===== src/rtl/reg_bank_demux16.sv =====
// rtl/reg_bank_demux16.sv - write-side 1:16 demux into sixteen holding registers
//
// Steers words from the shared input bus into one of sixteen WIDTH-bit
// registers (outR0..outR15) under a valid/ready handshake. Transfers are
// single-word or auto-incrementing bursts. clr synchronously zeroes the bank.
//
// Ports:
//   clk        in   clock, rising edge
//   rst_n      in   asynchronous active-low reset
//   inBus      in   write data
//   se1        in   destination index, sampled on the first beat
//   wr_valid   in   write beat offered
//   wr_ready   out  beat can be accepted (~clr)
//   burst      in   first beat: 1 selects an auto-increment burst
//   burst_len  in   first beat: burst beats minus 1
//   clr        in   synchronous clear of the bank, aborts any burst
//   outR0..15  out  register contents
//   busy       out  burst in progress
//   done       out  one-cycle pulse after the final beat of a transfer
module reg_bank_demux16 #(
    parameter int WIDTH = 16
) (
    input  logic             clk,
    input  logic             rst_n,
    input  logic [WIDTH-1:0] inBus,
    input  logic [3:0]       se1,
    input  logic             wr_valid,
    output logic             wr_ready,
    input  logic             burst,
    input  logic [3:0]       burst_len,
    input  logic             clr,
    output logic [WIDTH-1:0] outR0,
    output logic [WIDTH-1:0] outR1,
    output logic [WIDTH-1:0] outR2,
    output logic [WIDTH-1:0] outR3,
    output logic [WIDTH-1:0] outR4,
    output logic [WIDTH-1:0] outR5,
    output logic [WIDTH-1:0] outR6,
    output logic [WIDTH-1:0] outR7,
    output logic [WIDTH-1:0] outR8,
    output logic [WIDTH-1:0] outR9,
    output logic [WIDTH-1:0] outR10,
    output logic [WIDTH-1:0] outR11,
    output logic [WIDTH-1:0] outR12,
    output logic [WIDTH-1:0] outR13,
    output logic [WIDTH-1:0] outR14,
    output logic [WIDTH-1:0] outR15,
    output logic             busy,
    output logic             done
);

    typedef enum logic {
        S_IDLE  = 1'b0,
        S_BURST = 1'b1
    } state_t;

    state_t           r_state;
    state_t           w_nxt_state;
    logic [3:0]       r_ptr;
    logic [3:0]       w_nxt_ptr;
    logic [3:0]       r_rem;
    logic [3:0]       w_nxt_rem;
    logic             r_busy;
    logic             w_nxt_busy;
    logic             r_done;
    logic             w_nxt_done;
    logic             w_we;
    logic [3:0]       w_waddr;
    logic [WIDTH-1:0] r_bank [16];

    // clr blocks acceptance in the same cycle, so a beat offered with clr is
    // simply not taken rather than being written and then wiped.
    assign wr_ready = ~clr;

    always_ff @(posedge clk or negedge rst_n) begin
        if (!rst_n) begin
            r_state <= S_IDLE;
            r_ptr   <= 4'd0;
            r_rem   <= 4'd0;
            r_busy  <= 1'b0;
            r_done  <= 1'b0;
        end else begin
            r_state <= w_nxt_state;
            r_ptr   <= w_nxt_ptr;
            r_rem   <= w_nxt_rem;
            r_busy  <= w_nxt_busy;
            r_done  <= w_nxt_done;
        end
    end

    always_comb begin
        w_nxt_state = r_state;
        w_nxt_ptr   = r_ptr;
        w_nxt_rem   = r_rem;
        w_nxt_busy  = r_busy;
        w_nxt_done  = 1'b0;
        w_we        = 1'b0;
        w_waddr     = r_ptr;
        if (clr) begin
            w_nxt_state = S_IDLE;
            w_nxt_ptr   = 4'd0;
            w_nxt_rem   = 4'd0;
            w_nxt_busy  = 1'b0;
        end else if (wr_valid) begin
            w_we = 1'b1;
            case (r_state)
                S_IDLE: begin
                    w_waddr = se1;
                    if (!burst || burst_len == 4'd0) begin
                        w_nxt_done = 1'b1;
                    end else begin
                        // Pointer wraps mod 16 so a 16-beat burst covers every register once.
                        w_nxt_ptr   = se1 + 4'd1;
                        w_nxt_rem   = burst_len - 4'd1;
                        w_nxt_state = S_BURST;
                        w_nxt_busy  = 1'b1;
                    end
                end
                S_BURST: begin
                    w_waddr   = r_ptr;
                    w_nxt_ptr = r_ptr + 4'd1;
                    if (r_rem == 4'd0) begin
                        w_nxt_state = S_IDLE;
                        w_nxt_busy  = 1'b0;
                        w_nxt_done  = 1'b1;
                    end else begin
                        w_nxt_rem = r_rem - 4'd1;
                    end
                end
                default: begin
                    w_nxt_state = S_IDLE;
                end
            endcase
        end
    end

    always_ff @(posedge clk or negedge rst_n) begin
        if (!rst_n) begin
            for (int i = 0; i < 16; i++) r_bank[i] <= '0;
        end else if (clr) begin
            for (int i = 0; i < 16; i++) r_bank[i] <= '0;
        end else if (w_we) begin
            r_bank[w_waddr] <= inBus;
        end
    end

    assign outR0  = r_bank[0];
    assign outR1  = r_bank[1];
    assign outR2  = r_bank[2];
    assign outR3  = r_bank[3];
    assign outR4  = r_bank[4];
    assign outR5  = r_bank[5];
    assign outR6  = r_bank[6];
    assign outR7  = r_bank[7];
    assign outR8  = r_bank[8];
    assign outR9  = r_bank[9];
    assign outR10 = r_bank[10];
    assign outR11 = r_bank[11];
    assign outR12 = r_bank[12];
    assign outR13 = r_bank[13];
    assign outR14 = r_bank[14];
    assign outR15 = r_bank[15];
    assign busy   = r_busy;
    assign done   = r_done;

endmodule


===== config.mk =====
export PLATFORM = sky130hd
export DESIGN_NAME = reg_bank_demux16
export DESIGN_NICKNAME = d
export VERILOG_FILES = /design/src/rtl/reg_bank_demux16.sv
export SDC_FILE = /design/constraint.sdc
export NUM_CORES = 1
export LEC_CHECK = 0
export CORE_MARGIN = 4
export CORE_UTILIZATION = 45
export DETAILED_ROUTE_END_ITERATION = 7
export PLACE_DENSITY = 0.74
export SYNTH_ARGS = -nofsm -noshare
export SYNTH_HDL_FRONTEND = slang
export SYNTH_SLANG_ARGS = --single-unit

===== constraint.sdc =====
create_clock -name clk -period 6.5 [get_ports clk]
set_clock_uncertainty 0.15 [all_clocks]
set_input_delay 0.65 -clock clk [delete_from_list [all_inputs] [get_ports clk]]
set_output_delay 0.65 -clock clk [all_outputs]
set_load 0.03 [all_outputs]

==> run summary, run 1 <==
Die Footprint -> 28400 µm²
fraction of layout instances using a drive strength above 1 -> 7.194%
Peak supply drop -> 0.0001445 V
post_cts resized -> 0
worst hold path class -> input pin to asynchronous set/reset pin
Async S/R FF share, synth -> 100.0%
part of the total power dissipated in combinational logic -> 9.8%
category of the worst setup path launch point -> input pin
standard cell core area -> 25250 µm²
switching share of power -> 25.35%
worst reg-to-reg setup slack -> 3.54 ns
count of final setup violators -> 0
max-slew violation total from the final report -> 0
average cell area after synthesis -> 11.78 µm²
starting density of the core -> 45.91%
overall fraction of global-route tracks in use -> 22.62%
sequential cell fraction of total power -> 46.3%
instance count of the mapped netlist -> 984
number of cells after detailed placement -> 1529
kind of critical path -> input pin to output port
vias post-DR -> 8318
number of distinct standard cells referenced by the synthesized netlist -> 46
clock tree root buffer cell -> clkbuf_16
net switching component of the power -> 0.9416 mW
vertical die dimension -> 168.5 µm
starting DRC count in detailed routing -> 786
total wire length -> 32700 µm
Lkg Pwr -> 7.964 nW
count of antenna-violating nets left after detailed routing -> 0
clock-pin slew on the worst setup and hold paths -> 0.06 ns
H-tree Lvls -> 1
worst slew margin relative to its limit -> 32.77%
largest fanout on the critical path -> 93
number of rows created at floorplan -> 58
synth warn -> 0
DRT Pass-1 Iters -> 5
leftover overflow at the end of global routing -> 0
filler-free cell count of the finished design -> 1581
vias in the first global route -> 8556
layout overhead on the synthesized area -> 33.66%
number of enable flip-flop cells after synthesis -> 0
CTS sink cnt -> 267
hold violation count in the final report -> 0
initial antenna violation count -> 0
CTS tree -> yes
Buffers on Ports -> 287
clock period minus final worst setup slack -> 3.978 ns
Num CTS Buffers -> 28
top library cells by usage in the layout, fill and taps aside -> clkdlybuf4s50_1 (285), dfrtp_1 (267), nand2_1 (263)
Final period util -> 61.20%
Synth Net Count -> 1015
ratio of total power to cell area -> 239.7 nW/µm²
most frequent standard cell in the layout excluding fill and tap cells -> clkdlybuf4s50_1
via/cell ratio -> 5.261
hold buffers post-CTS -> 0
Post-Syn Area -> 11590 µm²
later-pin clock latency in the skew report -> 0.53 ns
pin count of the biggest net entering global routing -> 150
number of register bits inferred by synthesis -> 267
accumulated negative setup slack -> 0 ns
average wire per standard cell -> 20.68 µm
Synth Flop Type -> dfrtp_1
Peak Freq -> 251.4 MHz
number of nets at the end of the flow -> 1260
count of boundary I/O pins -> 288
Post-CTS Repair Setup Buffers -> 0
width of the chip -> 168.5 µm
worst endpoint required time -> 5.70 ns
fill cell count -> 2041
fraction of the yosys area taken by sequential cells -> 57.63%
Ant. Diodes -> 0
Detail Placement HPWL -> 21460 µm
GP Congestion -> 0.7992
Maximum Capacitance Violations -> 0
Slew @ Worst Pin -> 1.009 ns
global-route wire length before repair -> 51000 µm
element type at the critical path end -> output port
maximum root-to-sink buffer count -> 3
residual DRC count -> 0
run status -> complete, no violations
setup repair after global routing missed its margin -> false
clock share of power -> 43.9%
Arrival @ worst endpoint -> 3.18 ns
P_int -> 2.773 mW
## power groups by stage
stage / Sequential [mW] / Combinational, mW / Clock, mW
after detailed placement: 1.75 / 0.367 / 0
final: 1.72 / 0.364 / 1.63
after CTS: 1.72 / 0.368 / 1.66
after floorplan: 1.79 / 0.165 / 0
after global routing: 1.72 / 0.391 / 1.72
after global placement: 1.75 / 0.364 / 0
## critical path: stages
cell	delay [ns]
clkdlybuf4s50_1	0.91
inv_6	0.77
clkdlybuf4s50_1	0.80
## layout make-up
type                    instances  area [µm²]  share of cell area (%)
clock buffers                  40       857.1                   5.531
clock inverters                12       101.3                  0.6540
inverters                       5       23.77                  0.1534
multi-input cells             635        4484                   28.94
flip-flops and latches        267        6681                   43.12
well taps                     330       412.9                   2.665
repair buffers                292        2935                   18.94
## Yosys cell counts, types with 3 or more instances
cell type  instances  area (µm²)
dfrtp_1          267        6681
nand2_1          263       987.2
mux2i_1          245        2452
clkbuf_1          54       202.7
nand3_1           23       115.1
o21ai_0           20       100.1
buf_6             14       157.7
nand3_4           12       210.2
nor2_1             8       30.03
buf_4              5       37.54
inv_1              5       18.77
a31oi_1            4       25.02
nand2b_1           4       25.02
o21ai_4            4       65.06
or4b_4             4       55.05
a21oi_1            3       15.01
mux2_2             3       33.78
nor3_1             3       15.01
nor4_1             3       18.77
or3_1              3       18.77
## final timing paths
path,from,endpoint,cells past startpoint
max,clr,wr_ready,3
min,rst_n,outR10[14]$_DFFE_PN0P_,1
max reg2reg,r_state$_DFFE_PN0P_,outR3[10]$_DFFE_PN0P_,4
min reg2reg,outR15[5]$_DFFE_PN0P_,outR15[5]$_DFFE_PN0P_,2
max in group asynchronous,rst_n,outR1[1]$_DFFE_PN0P_,2
min in group clk,outR15[5]$_DFFE_PN0P_,outR15[5]$_DFFE_PN0P_,2
## stage by stage
stage / util, % / worst slack [ns] / total power, mW / cell area (µm²) / hold slack, ns
6_report: 61.36 / 2.522 / 3.714 / 15500 / 0.004627
5_1_grt: 61.36 / 2.384 / 3.837 / 15500 / 0.09258
4_1_cts: 61.36 / 2.537 / 3.745 / 15500 / 0.06794
3_5_place_dp: 57.57 / 2.540 / 2.116 / 14540 / 0.3488
3_3_place_gp: 57.57 / 2.528 / 2.112 / 14540 / 0.3408
2_1_floorplan: - / 3.871 / 1.959 / 11590 / 0.2044
## routing by layer
metal  track usage (%)  share of wire (%)
met1             31.19                 43
met2             35.85                 46
met3             5.605                7.3
met4             6.634                3.3
met5                 0                  0
## cell families after synthesis
kind of cell,after synthesis,share of synthesized area [%]
simple gates,338,13.81
flops,267,57.63
mux,248,21.44
buf+inv,82,3.745
compound gates,44,2.925
xor+xnor,3,0.2267
fa+ha+maj,2,0.2158
Note: power is estimated with default switching activity, not from simulation.
==> run 2, diff against run 1 <==
PLACE_DENSITY = 0.77   (was 0.74)
clock period = 3.5 ns   (was 6.5 ns; I/O delays follow)
==> run summary, run 2 (synthesized netlist as in run 1, its figures left out) <==
run status -> complete, no violations
clock period minus final worst setup slack -> 2.865 ns
Peak Freq -> 349.0 MHz
Die Footprint -> 28400 µm² (unchanged)
clock tree root buffer cell -> clkbuf_16
H-tree Lvls -> 1 (unchanged)
post-route worst setup slack -> 0.6349 ns (-1.887 ns)
Post-CTS Repair Setup Buffers -> 0 (unchanged)
Most Frequent Cell on Critical Path -> clkdlybuf4s50_1
GP Congestion -> 0.8185 (+2.4%)
via/cell ratio -> 5.371 (+2.1%)
clock-pin slew on the worst setup and hold paths -> 0.06 ns (about the same)
dpl ws -> 0.4713 ns (-2.068 ns)
Global Route met3 Usage -> 5.768% (+0.16 points)
width of the chip -> 168.5 µm (unchanged)
sequential cell fraction of total power -> 44.7% (-1.6 points)
number of cells after detailed placement -> 1549 (+1.3%)
worst endpoint required time -> 3.00 ns (-2.70 ns)
global-route wire length before repair -> 53170 µm (+4.2%)
leftover overflow at the end of global routing -> 0 (unchanged)
pin count of the biggest net entering global routing -> 127 (-15%)
ratio of total power to cell area -> 454.2 nW/µm² (+89%)
number of rows created at floorplan -> 58 (unchanged)
hold violation count in the final report -> 0 (unchanged)
P_int -> 5.396 mW (+95%)
kind of critical path -> input pin to output port
count of boundary I/O pins -> 288 (unchanged)
worst slew margin relative to its limit -> 30.98% (-1.8 points)
category of the worst setup path launch point -> input pin
met2 routing resource usage after global routing -> 38.49% (+2.6 points)
clock share of power -> 45.4% (+1.5 points)
cell type of the slowest stage on the worst timing path -> clkdlybuf4s50_1
Slew @ Worst Pin -> 1.035 ns (+0.02679 ns)
vias post-DR -> 8604 (+3.4%)
fraction of layout instances using a drive strength above 1 -> 8.412% (+1.2 points)
Buffers on Ports -> 287 (unchanged)
Num CTS Buffers -> 28 (unchanged)
vias in the first global route -> 8819 (+3.1%)
fraction of met1 tracks used by global routing -> 32.19% (+1.0 points)
longest individual stage delay on the worst path -> 0.78 ns (-0.13 ns)
starting density of the core -> 45.91% (unchanged)
CP cell instances -> clkdlybuf4s50_1 > inv_6 > clkdlybuf4s50_1
Final period util -> 81.86%
setup repair after global routing missed its margin -> false
element type at the critical path end -> output port
CTS sink cnt -> 267 (unchanged)
hold buffers post-CTS -> 1 (+1)
accumulated negative setup slack -> 0 ns (unchanged)
Arrival @ worst endpoint -> 2.37 ns (-0.81 ns)
Lkg Pwr -> 8.092 nW (+1.6%)
vertical die dimension -> 168.5 µm (unchanged)
layout overhead on the synthesized area -> 35.71%
most congested layer reported by global routing -> met2
residual DRC count -> 0 (unchanged)
initial antenna violation count -> 0 (unchanged)
largest fanout on the critical path -> 38 (-59%)
count of antenna-violating nets left after detailed routing -> 0 (unchanged)
Peak supply drop -> 0.0003886 V (+170%)
max-slew violation total from the final report -> 0 (unchanged)
worst hold path class -> input pin to asynchronous set/reset pin
count of final setup violators -> 0 (unchanged)
post_cts resized -> 0 (unchanged)
switching share of power -> 24.50% (-0.85 points)
net switching component of the power -> 1.751 mW (+86%)
number of nets at the end of the flow -> 1281 (+1.7%)
average wire per standard cell -> 21.30 µm (+3.0%)
DRT Pass-1 Iters -> 5 (unchanged)
starting DRC count in detailed routing -> 646 (-18%)
Ant. Diodes -> 0 (unchanged)
top library cells by usage in the layout, fill and taps aside -> clkdlybuf4s50_1 (285), dfrtp_1 (267), nand2_1 (263)
CTS tree -> yes
standard cell core area -> 25250 µm² (unchanged)
Maximum Capacitance Violations -> 0 (unchanged)
later-pin clock latency in the skew report -> 0.53 ns (about the same)
overall fraction of global-route tracks in use -> 23.65% (+1.0 points)
filler-free cell count of the finished design -> 1602 (+1.3%)
Detail Placement HPWL -> 22450 µm (+4.6%)
part of the total power dissipated in combinational logic -> 9.8% (about the same)
maximum root-to-sink buffer count -> 3 (unchanged)
total wire length -> 34130 µm (+4.4%)
most frequent standard cell in the layout excluding fill and tap cells -> clkdlybuf4s50_1
[run 2: cell count changes in the layout (fill, tap and decap cells not counted), moves of 2 or more]
cell / previous run / this run
bufinv_16: 1 / 5
clkinv_2: 6 / 4
clkbuf_1: 2 / 5
buf_4: 3 / 22
clkinv_4: 2 / 0
[run 2: final cells by class]
class	count	area (µm²)
Fill cell	2014	9520
Sequential cell	267	6681
Multi-Input combinational cell	635	4484
Timing Repair Buffer	313	3108
Clock buffer	41	829.5
Tap cell	330	412.9
Clock inverter	11	193.9
Inverter	5	23.77
[run 2: through the flow]
step / util, % / total power, mW / instance area, µm² / hold WS [ns]
detailed placement: 58.21 / 3.957 / 14700 / 0.2395
finish: 62.30 / 7.147 / 15730 / 0.2570
global route: 62.30 / 7.378 / 15730 / 0.2939
floorplan: - / 3.638 / 11590 / -0.09559
CTS: 62.30 / 7.203 / 15730 / 0.2517
global placement: 58.21 / 3.947 / 14700 / 0.2362
[run 2: worst max-delay path, delay by kind of cell]
| family | cells | cell delay (ns) |
|---|---|---|
| buffers and inverters | 3 | 1.99 |
[run 2: power by group through the flow]
stage	registers [mW]	clock network, mW	logic (mW)
3_5_place_dp	3.25	0	0.707
2_1_floorplan	3.33	0	0.307
4_1_cts	3.19	3.30	0.711
3_3_place_gp	3.25	0	0.699
5_1_grt	3.20	3.42	0.753
6_report	3.20	3.25	0.704
[run 2: worst paths after layout]
| kind | startpoint | to | slack [ns] | depth (start not counted) |
|---|---|---|---|---|
| min | rst_n | outR14[9]$_DFFE_PN0P_ | 0.26 | 2 |
| max | clr | wr_ready | 0.63 | 3 |
| max in group asynchronous | rst_n | outR15[8]$_DFFE_PN0P_ | 2.01 | 3 |
| min reg2reg | outR15[8]$_DFFE_PN0P_ | outR15[8]$_DFFE_PN0P_ | 0.36 | 2 |
| max reg2reg | r_state$_DFFE_PN0P_ | r_ptr[2]$_DFFE_PN0P_ | 0.77 | 6 |
| min in group clk | wr_valid | done$_DFF_PN0_ | 0.31 | 3 |
[run 2: metal layers]
metal | wire [µm] | up-vias
li1 | - | 3845
met1 | 14170 | 4344
met2 | 16210 | 362
met3 | 2809 | 53
met4 | 940 | 0
met5 | 0 | -
